### config.mk
export PLATFORM = sky130hd
export DESIGN_NAME = cdb_arbiter
export DESIGN_NICKNAME = d
export VERILOG_FILES = /design/src/rtl/cdb_arbiter.sv
export SDC_FILE = /design/constraint.sdc
export NUM_CORES = 1
export LEC_CHECK = 0
export ABC_CLOCK_PERIOD_IN_PS = 11700
export CAP_MARGIN = 10
export CORE_ASPECT_RATIO = 1.75
export CORE_UTILIZATION = 55
export DETAILED_ROUTE_END_ITERATION = 10
export GPL_TIMING_DRIVEN = 0
export PLACE_DENSITY = 0.86
export SYNTH_ARGS = -nofsm -noshare
export SYNTH_HDL_FRONTEND = slang
export SYNTH_SLANG_ARGS = --single-unit
### constraint.sdc
create_clock -name clk -period 11.7 [get_ports clk]
set_input_delay 2.34 -clock clk [delete_from_list [all_inputs] [get_ports clk]]
set_output_delay 2.34 -clock clk [all_outputs]
set_load 0.02 [all_outputs]
### src/rtl/cdb_arbiter.sv
// Common data bus arbiter: one holding entry per execution unit, round-robin
// selection of a pending entry, and a registered single-result broadcast.
module cdb_arbiter #(
    parameter int unsigned N_UNITS   = 4,
    parameter int unsigned ROB_IDX_W = 5,
    parameter int unsigned DATA_W    = 32
) (
    input  logic                          clk,
    input  logic                          rst,
    input  logic                          flush,
    input  logic [N_UNITS-1:0]            ex_valid,
    input  logic [N_UNITS*ROB_IDX_W-1:0]  ex_rob_id,
    input  logic [N_UNITS*DATA_W-1:0]     ex_data,
    output logic [N_UNITS-1:0]            ex_accept,
    output logic                          cdb_valid,
    output logic [ROB_IDX_W-1:0]          cdb_rob_id,
    output logic [DATA_W-1:0]             cdb_data
);

    localparam int unsigned PtrW = (N_UNITS > 1) ? $clog2(N_UNITS) : 1;

    logic [N_UNITS-1:0]   pending_q;
    logic [ROB_IDX_W-1:0] ent_rob_q  [N_UNITS];
    logic [DATA_W-1:0]    ent_data_q [N_UNITS];
    logic [PtrW-1:0]      rr_ptr_q;

    logic [N_UNITS-1:0]   grant;
    logic [PtrW-1:0]      grant_idx;
    logic                 grant_any;
    logic [PtrW-1:0]      rr_ptr_next;
    logic [N_UNITS-1:0]   load;

    // Round-robin pick: first pending entry at or after rr_ptr, wrapping.
    always_comb begin
        logic [PtrW-1:0] cand;
        grant     = '0;
        grant_idx = '0;
        grant_any = 1'b0;
        cand      = '0;
        for (int unsigned k = 0; k < N_UNITS; k++) begin
            cand = PtrW'((32'(rr_ptr_q) + k) % N_UNITS);
            if (!grant_any && pending_q[cand]) begin
                grant[cand] = 1'b1;
                grant_idx   = cand;
                grant_any   = 1'b1;
            end
        end
        rr_ptr_next = PtrW'((32'(grant_idx) + 32'd1) % N_UNITS);
    end

    // A unit may hand over a result if its entry is free or drains this cycle.
    always_comb begin
        ex_accept = (~pending_q | grant) & {N_UNITS{~flush}};
        load      = ex_valid & ex_accept;
    end

    // Holding entries: reload wins over grant-clear, flush wipes everything.
    always_ff @(posedge clk or posedge rst) begin
        if (rst) begin
            pending_q <= '0;
            for (int i = 0; i < N_UNITS; i++) begin
                ent_rob_q[i]  <= '0;
                ent_data_q[i] <= '0;
            end
        end else if (flush) begin
            pending_q <= '0;
        end else begin
            for (int i = 0; i < N_UNITS; i++) begin
                if (load[i]) begin
                    pending_q[i]  <= 1'b1;
                    ent_rob_q[i]  <= ex_rob_id[i*ROB_IDX_W +: ROB_IDX_W];
                    ent_data_q[i] <= ex_data[i*DATA_W +: DATA_W];
                end else if (grant[i]) begin
                    pending_q[i] <= 1'b0;
                end
            end
        end
    end

    // Broadcast register and round-robin pointer; payload holds when idle.
    always_ff @(posedge clk or posedge rst) begin
        if (rst) begin
            cdb_valid  <= 1'b0;
            cdb_rob_id <= '0;
            cdb_data   <= '0;
            rr_ptr_q   <= '0;
        end else if (flush) begin
            cdb_valid <= 1'b0;
        end else if (grant_any) begin
            cdb_valid  <= 1'b1;
            cdb_rob_id <= ent_rob_q[grant_idx];
            cdb_data   <= ent_data_q[grant_idx];
            rr_ptr_q   <= rr_ptr_next;
        end else begin
            cdb_valid <= 1'b0;
        end
    end

endmodule

==> flow_metrics.tcl <==
set metrics [dict create \
    fin_setup_tns_ns 0 \
    grt_pass1_vias 6898 \
    irDropWorstVdd_mv 0.136 \
    power.switching_mw 1.12 \
    p_int_mw 1.96 \
    die-area_mm2 0.0170 \
    first_iter_violations 316 \
    synth_top_area_frac 0.531 \
    cts_buffers 17 \
    p_seq_frac 0.357 \
    nets 994 \
    min_period_ns 6.25 \
    wire_per_inst_um 23.1 \
    syn_avg_cell_area_um2 14.7 \
    drtPass1Iterations 5 \
    worstPathRequired_ns 9.36 \
    crit_fanout 10 \
    layout-drive-gt1-share 0.255 \
    syn_inst 617 \
    path_clk_slew_ns 0.07 \
    area_delta_synth_final_pct 31.5 \
    switching_share 0.364 \
    rsz0062_at_grt "false" \
    cts_tree "yes" \
    final_max_slew_viol_count 0 \
    htreeDepth 4 \
    cts-root-buf "clkbuf_16" \
    worstMarginPinSlew_ns 0.889 \
    period_share 0.534 \
    chipHeight_um 172 \
    final_cell_mix "clkdlybuf4s50_1, dfrtp_1, mux2_4" \
    place_congestion 0.963 \
    drc 0 \
    clock_path_buffers 2 \
    grt_pass1_wl_um 37200 \
    cts_hold_buf 0 \
    relSlewSlack 0.407 \
    insertion_delay_ns 0.44 \
    io_pins 197 \
    finClkSkew_ns 0.0139 \
    drtAntennaViolNets 0 \
    syn-num-nets 778 \
    grt_max_degree 105 \
    holdWs_ns 0.498 \
    maxCapViolations 0 \
    cp-start-kind "input pin" \
    antenna_found_initial 3 \
    critPathKind "in -> out" \
    viasPerCell 5.77 \
    power.density_mw_per_mm2 259 \
    hold_violations 0 \
    seq_area_frac_synth 0.531 \
    synth_edf_count 0 \
    overflow 0 \
    status "complete, no violations" \
    hpwl_um 17000 \
    ys_ff_latch 192 \
    yosysTopAreaCell "dfrtp_1" \
    yosys_warnings 0 \
    clock_power_share 0.193 \
    fmax_mhz 160 \
    final_common_cell "clkdlybuf4s50_1" \
    ys.flop_type "dfrtp_1" \
    worstPathArrival_ns 3.91 \
    utilization 0.746 \
    end_kind "primary output" \
    start_util 0.567 \
    power_frac_comb 0.451 \
    die_w_um 99.0 \
    finalSetupViolCount 0 \
    netlist_area_mm2 0.00905 \
    vias 5990 \
    yosys-top-cells-area "dfrtp_1, mux2_4, mux2i_1" \
    grtUsageTotal 0.294 \
    port_buffers 196 \
    cts.sinks 192 \
    p_leak_nw 5.39 \
    hold_class "reg -> reg" \
    core-area_mm2 0.0160 \
    postCtsSetupRepairBufs 0 \
    ys_types 46 \
    placementRows 61 \
    ys_async_sr_fraction 1.00 \
    routed_wl_um 24000 \
    cts_resized 0 \
]
[logic make-up after synthesis]
group / synth area share
buf+inv: 0.0476
mux: 0.314
xor+xnor: 0.00194
fa+ha+maj: 0.00829
flops: 0.531
simple gates: 0.0412
compound gates: 0.0560
[final cells by class]
type | instances | area, um^2
inverter | 8 | 37.5
antenna | 4 | 10.0
buffer | 43 | 400
clock buffer | 18 | 429
sequential | 192 | 4800
multi-input combinational | 374 | 3820
clock inverter | 14 | 175
fill | 1024 | 4050
tap | 189 | 236
timing repair buffer | 197 | 1990
[worst paths after layout]
kind,startpoint,endpoint,slack (ns),depth (start not counted)
min,cdb_data[1]$_DFFE_PP0P_,cdb_data[1]$_DFFE_PP0P_,0.50,2
min in group asynchronous,rst,ent_rob_q[2]$_DFFE_PP0P_,2.39,2
max,flush,ex_accept[1],5.45,4
max in group asynchronous,rst,ent_data_q[48]$_DFFE_PP0P_,8.36,3
max reg2reg,rr_ptr_q[0]$_DFFE_PP0P_,cdb_data[16]$_DFFE_PP0P_,7.85,11
min reg2reg,cdb_data[1]$_DFFE_PP0P_,cdb_data[1]$_DFFE_PP0P_,0.50,2
[layer usage]
layer  track usage  wire [um]  vias up
met2         0.537      13300      199
met4         0.165        818        0
li1              -          -     2671
met1         0.317       8810     3068
met5             0          0        -
met3        0.0561       1040       52
[sequential cells by signal (all words and copies together) (netlist names)]
signal / cells
ent_rob_q: 20
pending_q: 4
cdb_rob_id: 5
ent_data_q: 128
cdb_data: 32
rr_ptr_q: 2
cdb_valid: 1
[power groups by stage]
stage	logic [mW]	registers, mW	clock network, mW
final	1.39	1.10	0.594
after global routing	1.47	1.12	0.623
after CTS	1.39	1.10	0.599
after detailed placement	1.38	1.10	0
after global placement	1.33	1.08	0
after floorplan	0.899	1.12	0
[per-stage QoR]
| stage | power, mW | area [um^2] | instances | worst slack [ns] |
|---|---|---|---|---|
| 2_1_floorplan | 2.02 | 9050 | 617 | 4.13 |
| 3_3_place_gp | 2.41 | 11200 | 1002 | 2.18 |
| 3_5_place_dp | 2.48 | 11300 | 1003 | 5.49 |
| 4_1_cts | 3.09 | 11900 | 1035 | 5.48 |
| 5_1_grt | 3.22 | 11900 | 1038 | 5.42 |
| 6_report | 3.08 | 11900 | 1039 | 5.45 |
[synthesized netlist by cell type, types with 2 or more instances]
| master | instances |
|---|---|
| a211o_1 | 3 |
| a21oi_1 | 9 |
| a22oi_1 | 3 |
| and3_4 | 3 |
| buf_1 | 2 |
| buf_12 | 9 |
| buf_2 | 10 |
| buf_4 | 5 |
| buf_6 | 4 |
| clkbuf_1 | 9 |
| clkbuf_8 | 3 |
| dfrtp_1 | 192 |
| ha_1 | 6 |
| inv_1 | 8 |
| mux2_1 | 14 |
| mux2_2 | 45 |
| mux2_4 | 90 |
| mux2i_1 | 76 |
| mux4_2 | 3 |
| nand2_1 | 46 |
| nor2_1 | 8 |
| nor2b_1 | 2 |
| nor3b_1 | 3 |
| o21ai_0 | 3 |
| o21ai_1 | 2 |
| o221ai_1 | 37 |
| or2_2 | 3 |
[critical path: stages]
cell             delay, ns
clkdlybuf4s50_1       0.50
clkbuf_8              0.21
a21oi_2               0.20
clkdlybuf4s50_1       0.65
No activity file was read; power rests on OpenSTA's default activity.
==> variant, RTL diff (same flow settings) <==
Put one more register stage on the output `cdb_data`, without a reset. The value now appears one clock later. The other outputs are not delayed to match.
--- a/src/rtl/cdb_arbiter.sv
+++ b/src/rtl/cdb_arbiter.sv
@@ -19,4 +19,6 @@
 
     localparam int unsigned PtrW = (N_UNITS > 1) ? $clog2(N_UNITS) : 1;
+
+    logic [DATA_W-1:0] cdb_data_s0;
 
     logic [N_UNITS-1:0]   pending_q;
@@ -83,5 +85,5 @@
             cdb_valid  <= 1'b0;
             cdb_rob_id <= '0;
-            cdb_data   <= '0;
+            cdb_data_s0 <= '0;
             rr_ptr_q   <= '0;
         end else if (flush) begin
@@ -90,5 +92,5 @@
             cdb_valid  <= 1'b1;
             cdb_rob_id <= ent_rob_q[grant_idx];
-            cdb_data   <= ent_data_q[grant_idx];
+            cdb_data_s0 <= ent_data_q[grant_idx];
             rr_ptr_q   <= rr_ptr_next;
         end else begin
@@ -97,4 +99,8 @@
     end
 
+    always_ff @(posedge clk) begin
+        cdb_data <= cdb_data_s0;
+    end
+
 endmodule
 
Behaviour: not the same (a bounded check fails within 4 cycles, from zero or initial values and one cycle with rst high).
==> variant against the original RTL <==
- die area rose by 22%
- wire length rose by 41%
- fmax fell by 2.9%
- register-to-register slack got worse by 0.29 ns
- worst setup slack got worse by 0.19 ns
- area after synthesis rose by 23%
- via count rose by 56%
- total power rose by 30%
- count of clock-buffer cells in the layout rose by 10
- design area rose by 18%
- sequential cell count rose by 32
- sequential share of layout area fell by 1.7 points
- critical endpoint is now ex_accept[0]
- highest routed layer unchanged
==> variant: results (changes against the original RTL) <==
The largest registers in the layout are ent_data_q (128), cdb_data (32), cdb_data_s0 (32). For the global-route wire length before repair, the log shows 51.85 mm (+39%). The share of the yosys chip area belonging to registers was 0.4903 (-0.04052). The data arrival time of the critical path came out at 4.09 ns (+0.18 ns).

Number of violations reported at the end of detailed-routing iteration 0: 985 (+210%). The clock insertion delay at the later pin of the skew report was 0.51 ns (+0.07 ns); the largest vdd supply drop was 0.1982 mV (+45%). The share of cells above drive strength 1 was 0.1509 (-0.1044); the final estimated routing congestion in global placement was 0.9070 (-5.8%). The run gives 21 (+4) as the total CTS buffers. The number of I/O port buffers came out at 196 (unchanged).

The global-route usage over all layers was 0.3288 (+0.03440); the leakage power figure was 5.750 nW (+6.7%). The clock-pin slew on the worst setup and hold paths came out at 0.07 ns (about the same). The commonest cells after synthesis are sky130_fd_sc_hd__dfrtp_1, sky130_fd_sc_hd__mux2_1, sky130_fd_sc_hd__a21oi_1. The number of filler cells placed in the layout came out at 1402 (+37%). Number of inserted diodes: 0 (-4). The most used flip-flop cell after synthesis is sky130_fd_sc_hd__dfrtp_1. For the count of synthesis-stage warnings from yosys, the log shows 0 (unchanged).

The flow ran to the end, and the final reports show no timing, DRC or antenna violations. The via count is 9361 (+56%). For the number of iterations in the first detailed-routing pass, the log shows 5 (unchanged).

The deepest level of the CTS H-tree came out at 1 (-3). The setup TNS after final layout was 0 ns (unchanged); the number of buffers inserted to repair setup after CTS was 0 (unchanged). The logs give 9693 (+41%) for the via count of the first global-routing pass and 1079 (+39%) for the synthesized netlist net count.

The initial antenna violation count is 0 (-3), and the maximum clock skew at final layout is 0.01402 ns (+0.00007700 ns). Sorting the synthesized cells by area gives the leading types as sky130_fd_sc_hd__dfrtp_1, sky130_fd_sc_hd__mux2_1, sky130_fd_sc_hd__mux2_2, sky130_fd_sc_hd__dfxtp_1, sky130_fd_sc_hd__o221ai_1. Type of the tightest min-delay check: reg -> reg. The slowest stage of the critical path belongs to the cell sky130_fd_sc_hd__nor3_2. The pin slew with the least headroom to its limit is 1.173 ns (+0.2837 ns). The tools report the HPWL reported at the end of detailed placement as 23.81 mm (+40%). The clock tree buffer depth was 3 (+1); the largest net degree at the start of global routing was 121 (+15%). The post-synthesis async set-or-reset flop share works out to 0.8571 (-0.1429).

The logs give 13410 um^2 (+19%) for the post-place instance area and 0 (unchanged) for the count of cells resized by post-cts repair. The delay of the slowest cell on the worst path works out to 0.69 ns (+0.04 ns). The clock tree root driver cell was sky130_fd_sc_hd__clkbuf_16. The peak fanout along the critical path was 10 (unchanged). The count of different cell masters after synthesis is 65 (+41%), and the post-layout net count is 1299 (+31%). The tools report the total routed wirelength as 33.94 mm (+41%).
[variant: report_power, final]
part	switching (W)	leakage, nW	total [W]	internal (W)
Clock	0.000302	0.334	0.000667	0.000364
Combinational	0.00109	2.88	0.00197	0.000886
Sequential	0.000270	2.54	0.00137	0.00110
[variant: layout make-up]
type	instances	area, um^2	share of cell area
flip-flops and latches	224	5445	0.3870
multi-input cells	596	5164	0.3670
repair buffers	197	1989	0.1414
clock buffers	28	601.8	0.04277
plain buffers	87	455.4	0.03237
well taps	245	306.5	0.02179
clock inverters	10	60.06	0.004268
inverters	11	48.80	0.003468
[variant: critical path, delay by kind of cell, from the launching register on]
kind,cells,cell delay (ns)
compound gates,2,0.62
fa+ha+maj,1,0.41
simple gates,3,0.83
flops,1,0.56
buf+inv,4,1.15
[variant: kinds of logic after synthesis]
family                   share of synthesized area
XOR/XNOR                                 0.0007888
AND/OR/NAND/NOR                            0.02929
flip-flops                                  0.4903
buffers and inverters                      0.04473
multiplexers                                0.2087
AO/OA/AOI/OAI                               0.2195
adder cells (fa/ha/maj)                   0.006760
[variant: path summary, 6_finish.rpt]
kind / start / endpoint / slack, ns / cells past startpoint
worst min register to register: cdb_data_s0[31]$_DFFE_PP0P_ / cdb_data[31]$_DFF_P_ / 0.38 / 0
worst min-delay path: cdb_data_s0[31]$_DFFE_PP0P_ / cdb_data[31]$_DFF_P_ / 0.38 / 0
min in group asynchronous: rst / ent_data_q[45]$_DFFE_PP0P_ / 2.26 / 2
worst max register to register: rr_ptr_q[0]$_DFFE_PP0P_ / cdb_data_s0[31]$_DFFE_PP0P_ / 7.56 / 10
worst max-delay path: rr_ptr_q[0]$_DFFE_PP0P_ / ex_accept[0] / 5.27 / 10
max in group asynchronous: rst / pending_q[1]$_DFFE_PP0P_ / 8.48 / 3
[variant: metal layers]
metal  wire (um)  GRT usage
met3        2722    0.04967
met1       11710     0.3697
met5           0          0
met4        1920     0.1815
met2       17580     0.5830
[variant: stage by stage]
| step | cells | setup WS, ns |
|---|---|---|
| after floorplan | 918 | 4.133 |
| after global placement | 1359 | 1.791 |
| after detailed placement | 1360 | 5.433 |
| after CTS | 1398 | 5.332 |
| after global routing | 1398 | 5.147 |
| final | 1398 | 5.266 |
